## config.mk

```make
export PLATFORM = sky130hd
export DESIGN_NAME = soc_boot_ctrl
export DESIGN_NICKNAME = d
export VERILOG_FILES = /design/src/rtl/soc_boot_ctrl.sv
export SDC_FILE = /design/constraint.sdc
export NUM_CORES = 1
export LEC_CHECK = 0
export CAP_MARGIN = 10
export CELL_PAD_IN_SITES_DETAIL_PLACEMENT = 1
export CELL_PAD_IN_SITES_GLOBAL_PLACEMENT = 1
export CORE_ASPECT_RATIO = 0.75
export CORE_UTILIZATION = 40
export CTS_BUF_LIST = sky130_fd_sc_hd__clkbuf_16
export CTS_CLUSTER_SIZE = 30
export DETAILED_ROUTE_END_ITERATION = 12
export DONT_BUFFER_PORTS = 1
export PLACE_DENSITY_LB_ADDON = 0.15
export SLEW_MARGIN = 25
export SYNTH_ARGS = -nofsm -noshare
export SYNTH_HDL_FRONTEND = slang
export SYNTH_SLANG_ARGS = --single-unit
```

## constraint.sdc

```tcl
create_clock -name soc_clk -period 4.7 [get_ports soc_clk]
set_input_delay 0 -clock soc_clk [delete_from_list [all_inputs] [get_ports soc_clk]]
set_output_delay 0 -clock soc_clk [all_outputs]
set_load 0.005 [all_outputs]
```

## src/rtl/soc_boot_ctrl.sv

```systemverilog
// soc_boot_ctrl
// Boot sequencer between the FPGA clocking resources and the SoC. It waits for
// the clock wizard to lock and then holds the SoC in reset for a fixed
// interval. After that it releases the reset. It raises fetch-enable on a
// debounced button press. It also generates a divided reference clock, which
// is gated by the boot state. Any loss of lock restarts the sequence.
//
// Ports:
//   soc_clk      in   SoC clock
//   rst_n        in   asynchronous active-low reset
//   locked_i     in   clock wizard lock (asynchronous)
//   fetch_btn_i  in   fetch push-button, active-high (asynchronous, bouncing)
//   soc_rst_no   out  SoC reset, active-low (registered)
//   fetch_en_o   out  SoC fetch enable (registered)
//   rtc_clk_o    out  divided reference clock (registered)
//   state_o      out  current state: 0 WAIT_LOCK, 1 RESET_HOLD, 2 IDLE, 3 RUN
//
// Build option: define SOC_BOOT_CTRL_AUTOFETCH_EN to go from IDLE to RUN
// unconditionally. This removes the button synchroniser and the debouncer.
module soc_boot_ctrl #(
  parameter int unsigned SyncStages      = 2,
  parameter int unsigned ResetHoldCycles = 64,
  parameter int unsigned DebounceCycles  = 20000,
  parameter int unsigned RtcDiv          = 610
) (
  input  logic       soc_clk,
  input  logic       rst_n,
  input  logic       locked_i,
  input  logic       fetch_btn_i,
  output logic       soc_rst_no,
  output logic       fetch_en_o,
  output logic       rtc_clk_o,
  output logic [1:0] state_o
);

  typedef enum logic [1:0] {
    WAIT_LOCK  = 2'd0,
    RESET_HOLD = 2'd1,
    IDLE       = 2'd2,
    RUN        = 2'd3
  } state_e;

  localparam int unsigned HoldW = (ResetHoldCycles > 1) ? $clog2(ResetHoldCycles) : 1;
  localparam logic [HoldW-1:0] HoldLast = HoldW'(ResetHoldCycles - 1);
  localparam logic [HoldW-1:0] HoldOne  = HoldW'(1);
  localparam int unsigned RtcW = ((RtcDiv / 2) > 1) ? $clog2(RtcDiv / 2) : 1;
  localparam logic [RtcW-1:0] RtcLast = RtcW'(RtcDiv / 2 - 1);
  localparam logic [RtcW-1:0] RtcOne  = RtcW'(1);

  state_e                state_q, state_d;
  logic [SyncStages-1:0] lock_sync_q, lock_sync_d;
  logic [HoldW-1:0]      hold_cnt_q, hold_cnt_d;
  logic [RtcW-1:0]       rtc_cnt_q, rtc_cnt_d;
  logic                  rtc_clk_q, rtc_clk_d;
  logic                  soc_rst_n_q, soc_rst_n_d;
  logic                  fetch_en_q, fetch_en_d;
  logic                  lock_s;
  logic                  go_s;

  assign lock_s = lock_sync_q[SyncStages-1];

`ifdef SOC_BOOT_CTRL_AUTOFETCH_EN
  assign go_s = 1'b1;
`else
  localparam int unsigned DbW = $clog2(DebounceCycles + 1);
  localparam logic [DbW-1:0] DbLast = DbW'(DebounceCycles - 1);
  localparam logic [DbW-1:0] DbOne  = DbW'(1);

  logic [SyncStages-1:0] btn_sync_q, btn_sync_d;
  logic [DbW-1:0]        db_cnt_q, db_cnt_d;
  logic                  btn_db_q, btn_db_d;
  logic                  btn_rise_q, btn_rise_d;
  logic                  btn_s;

  assign btn_s = btn_sync_q[SyncStages-1];
  // Registered btn_rise means the FSM acts one edge after acceptance.
  assign go_s  = btn_rise_q;

  // Button synchroniser, debounce counter and rising-edge detect.
  always_comb begin
    btn_sync_d = {btn_sync_q[SyncStages-2:0], fetch_btn_i};
    btn_db_d   = btn_db_q;
    db_cnt_d   = '0;
    if (btn_s != btn_db_q) begin
      if (db_cnt_q == DbLast) begin
        btn_db_d = btn_s;
        db_cnt_d = '0;
      end else begin
        db_cnt_d = db_cnt_q + DbOne;
      end
    end else begin
      db_cnt_d = '0;
    end
    btn_rise_d = btn_db_d & ~btn_db_q;
  end

  // Button path state.
  always_ff @(posedge soc_clk or negedge rst_n) begin
    if (!rst_n) begin
      btn_sync_q <= '0;
      db_cnt_q   <= '0;
      btn_db_q   <= 1'b0;
      btn_rise_q <= 1'b0;
    end else begin
      btn_sync_q <= btn_sync_d;
      db_cnt_q   <= db_cnt_d;
      btn_db_q   <= btn_db_d;
      btn_rise_q <= btn_rise_d;
    end
  end
`endif

  // Next-state logic. Lock loss overrides every other transition.
  always_comb begin
    lock_sync_d = {lock_sync_q[SyncStages-2:0], locked_i};
    state_d     = state_q;
    hold_cnt_d  = '0;
    if (!lock_s) begin
      state_d = WAIT_LOCK;
    end else begin
      case (state_q)
        WAIT_LOCK:  state_d = RESET_HOLD;
        RESET_HOLD: begin
          if (hold_cnt_q == HoldLast) begin
            state_d = IDLE;
          end else begin
            hold_cnt_d = hold_cnt_q + HoldOne;
          end
        end
        // A held button gives no new edge here, so it cannot start RUN.
        IDLE: begin
          if (go_s) begin
            state_d = RUN;
          end else begin
            state_d = IDLE;
          end
        end
        RUN:     state_d = RUN;
        default: state_d = WAIT_LOCK;
      endcase
    end
  end

  // Outputs are computed from the next state, so they change on the same
  // edge as the state. The RTC divider starts counting on the cycle after
  // IDLE is entered, which puts the first rise RtcDiv/2 edges after entry.
  always_comb begin
    soc_rst_n_d = state_d[1];
    fetch_en_d  = (state_d == RUN);
    rtc_cnt_d   = '0;
    rtc_clk_d   = 1'b0;
    if (!state_d[1]) begin
      rtc_cnt_d = '0;
      rtc_clk_d = 1'b0;
    end else if (state_q[1]) begin
      if (rtc_cnt_q == RtcLast) begin
        rtc_cnt_d = '0;
        rtc_clk_d = ~rtc_clk_q;
      end else begin
        rtc_cnt_d = rtc_cnt_q + RtcOne;
        rtc_clk_d = rtc_clk_q;
      end
    end else begin
      rtc_cnt_d = '0;
      rtc_clk_d = rtc_clk_q;
    end
  end

  // State, counters and registered outputs.
  always_ff @(posedge soc_clk or negedge rst_n) begin
    if (!rst_n) begin
      state_q     <= WAIT_LOCK;
      lock_sync_q <= '0;
      hold_cnt_q  <= '0;
      rtc_cnt_q   <= '0;
      rtc_clk_q   <= 1'b0;
      soc_rst_n_q <= 1'b0;
      fetch_en_q  <= 1'b0;
    end else begin
      state_q     <= state_d;
      lock_sync_q <= lock_sync_d;
      hold_cnt_q  <= hold_cnt_d;
      rtc_cnt_q   <= rtc_cnt_d;
      rtc_clk_q   <= rtc_clk_d;
      soc_rst_n_q <= soc_rst_n_d;
      fetch_en_q  <= fetch_en_d;
    end
  end

  assign soc_rst_no = soc_rst_n_q;
  assign fetch_en_o = fetch_en_q;
  assign rtc_clk_o  = rtc_clk_q;
  assign state_o    = state_q;

endmodule

```

==> qor.yml <==
global_route:
  grt_max_degree: 41
  antenna_found_initial: 0
  grt.overflow.total: 0
  grt.total_usage: 0.181
  first_global_vias: 1278
  grt_pass1_wl_mm: 6.23
power:
  p_comb_frac: 0.030
  pwr-share-clk: 0.466
  switching_share: 0.216
  seq_power_share: 0.504
  cellLeakagePower_uw: 0.000817
  p_int_uw: 552
  p_per_area_nw_per_um2: 346
  switchingPower_uw: 152
  vdd_drop_max_v: 0.000173
clock_tree:
  cts_buffer_depth: 2
  cts_buffers: 5
  htree_levels: 2
  worstSkewPairLatency_ps: 280
  cts_tree: "built"
  clk_pin_slew_ps: 60
  clockRootBuffer: "clkbuf_16"
  cts_sinks: 40
layout:
  area_delta_synth_final_pct: 13.3
  final_core_util: 0.487
  finalNetCount: 191
  diodes: 0
  nFillCells: 476
  drive_gt1_frac: 0.0598
floorplanning:
  die_h_um: 60.0
  initial_core_util: 0.430
  core_sq_um: 4180
  die_x_um: 79.4
  pin_count: 9
  fp-row-count: 20
  die-area_sq_um: 4770
routing:
  wl_mm: 3.61
  vias: 1246
  viasPerCell: 5.21
  ant_nets: 0
  wl_per_cell_um: 15.1
  drc: 0
  drt-pass1-iter-count: 2
  first_iter_violations: 30
yosys:
  synth_cell_type_count: 29
  synth_compound_gate_area_share: 0.0195
  synth_warnings: 0
  synth_edf_count: 0
  ys_dominant_reg_cell: "dfrtp_1"
  syn_area_per_cell_sq_um: 10.2
  synthXorXnorAreaFrac: 0.122
  synthesis.nets: 184
  ys_seq_area_frac: 0.557
  muxShareOfSynthArea: 0.00627
  synth_top_family_by_area: "simple AND/OR/NAND/NOR gates"
  ys_ff_latch: 40
  synthesis.area_sq_um: 1800
  synthAdderAreaFrac: 0.0279
  synthArstFlopShare: 1.00
  yosys.area_share.simple: 0.231
  netlist_instances: 176
timing:
  setup_violations: 0
  clock.fmax_mhz: 534
  fin_tns_setup_ps: 0
  slew_headroom: 0.646
  final_hold_viol_count: 0
  finalClockSkew_ps: 3.12
  whs_ps: 196
  layout_min_cycle_time_ps: 1870
  period_share: 0.399
  worst_pin_slew_ps: 532
  slew_viol_final: 0
  layout_setup_ws_ps: 2830
  grt_setup_unrepaired: "no"
worst_setup_path:
  end_kind: "flop"
  cp-start-kind: "flop"
  crit_required_ps: 4850
  cp.arrival_ps: 2030
  regToRegSetupSlack_ps: 2830
  crit_type: "flop to flop"
  critPathMaxFanout: 9
place:
  post-dp-hpwl_mm: 2.48
  port_buffers: 0
  dp_slack_ps: 2840
  gp_congestion: 0.743
worst_hold_path:
  min_path_type: "input port to asynchronous set/reset pin"
job:
  drv_cap: 0
outcome:
  status: "finished clean"
## path summary, 6_finish.rpt
path	startpoint	end	cells after the start
max	rtc_cnt_q[3]	rtc_cnt_q[7]	4
min reg2reg	btn_sync_q[0]	btn_sync_q[1]	0
min	rst_n	rtc_cnt_q[2]	2
min in group soc_clk	locked_i	lock_sync_q[0]	1
max reg2reg	rtc_cnt_q[3]	rtc_cnt_q[7]	4
max in group asynchronous	rst_n	db_cnt_q[4]	2
## critical path, cell delays in order (launching register included)
cell and delay [ps]:
dfrtp_1 420, or4b_1 560, nor4_2 300, or2_1 340, nor2_1 120
## layout make-up
type	instances	area, sq um	area share
tap	55	68.8	0.0338
clock buffer	5	125	0.0615
multi-input combinational	121	731	0.359
timing repair buffer	4	50.0	0.0246
sequential	40	1000	0.492
inverter	11	41.3	0.0203
clock inverter	3	18.8	0.00922
## routing by layer
metal	part of all wire	GRT usage	vias up	wire length [um]
met5	0	0	-	0
met4	0.013	0.0701	0	46
met3	0.037	0.0687	7	132
met2	0.46	0.277	12	1670
met1	0.49	0.234	632	1760
li1	-	-	595	-
## registers in the layout (all words and copies together) (netlist names)
signal and cells:
btn_db_q 1, btn_rise_q 1, lock_sync_q 2, btn_sync_q 2
rtc_clk_o 1, fetch_en_o 1, state_o 1, soc_rst_no 1
rtc_cnt_q 9, db_cnt_q 15, hold_cnt_q 6
## stage by stage
stage | power [uW] | cell area (sq um) | std cells
6_report | 703 | 2040 | 239
3_5_place_dp | 371 | 1840 | 227
5_1_grt | 732 | 2040 | 239
3_3_place_gp | 370 | 1840 | 227
4_1_cts | 715 | 2040 | 239
2_1_floorplan | 368 | 1800 | 176
## cells in the final DEF, fill, tap and decap left out, types with 2 or more instances in the layout
cell	instances
clkbuf_16	5
ha_1	4
dlygate4sd3_1	3
dfrtp_1	40
nor4_1	3
nor2_1	38
xnor2_1	19
nand4_1	9
o31ai_1	2
nor2b_1	2
nand3_1	11
inv_1	11
nand2_1	8
xor2_1	6
clkinvlp_4	2
nor3_1	4
a21oi_1	3
## timing repair
| item | CTS | global route |
|---|---|---|
| resized for setup | 0 | 0 |
| endpoints found under the hold margin | 42 | 0 |
| buffers inserted | 0 | 0 |
| hold buffers | 4 | 0 |
## cells in the mapped netlist (2+ instances only)
master   count  area, sq um
a21oi_1      3         15.0
nand2_1      8         30.0
nand4_1      9         56.3
buf_4        2         15.0
xnor2_1     19          166
nor4_1       3         18.8
o31ai_1      2         15.0
ha_1         4         50.1
dfrtp_1     40         1000
nand3_1     11         55.1
nor2_1      38          143
inv_1       11         41.3
xor2_1       6         52.6
nor2b_1      2         12.5
nor3_1       4         20.0
## logic make-up after synthesis
family | after synthesis
buf+inv | 15
mux | 1
simple gates | 85
xor+xnor | 25
flops | 40
fa+ha+maj | 4
compound gates | 6
## power groups by stage
stage	Combinational (uW)	Sequential, uW	Clock [uW]
CTS	22.1	354	339
global route	24.4	355	353
finish	21.3	354	328
detailed placement	10.7	361	0
global placement	10.2	360	0
floorplan	8.85	359	0
No activity file was read; power rests on OpenSTA's default activity.
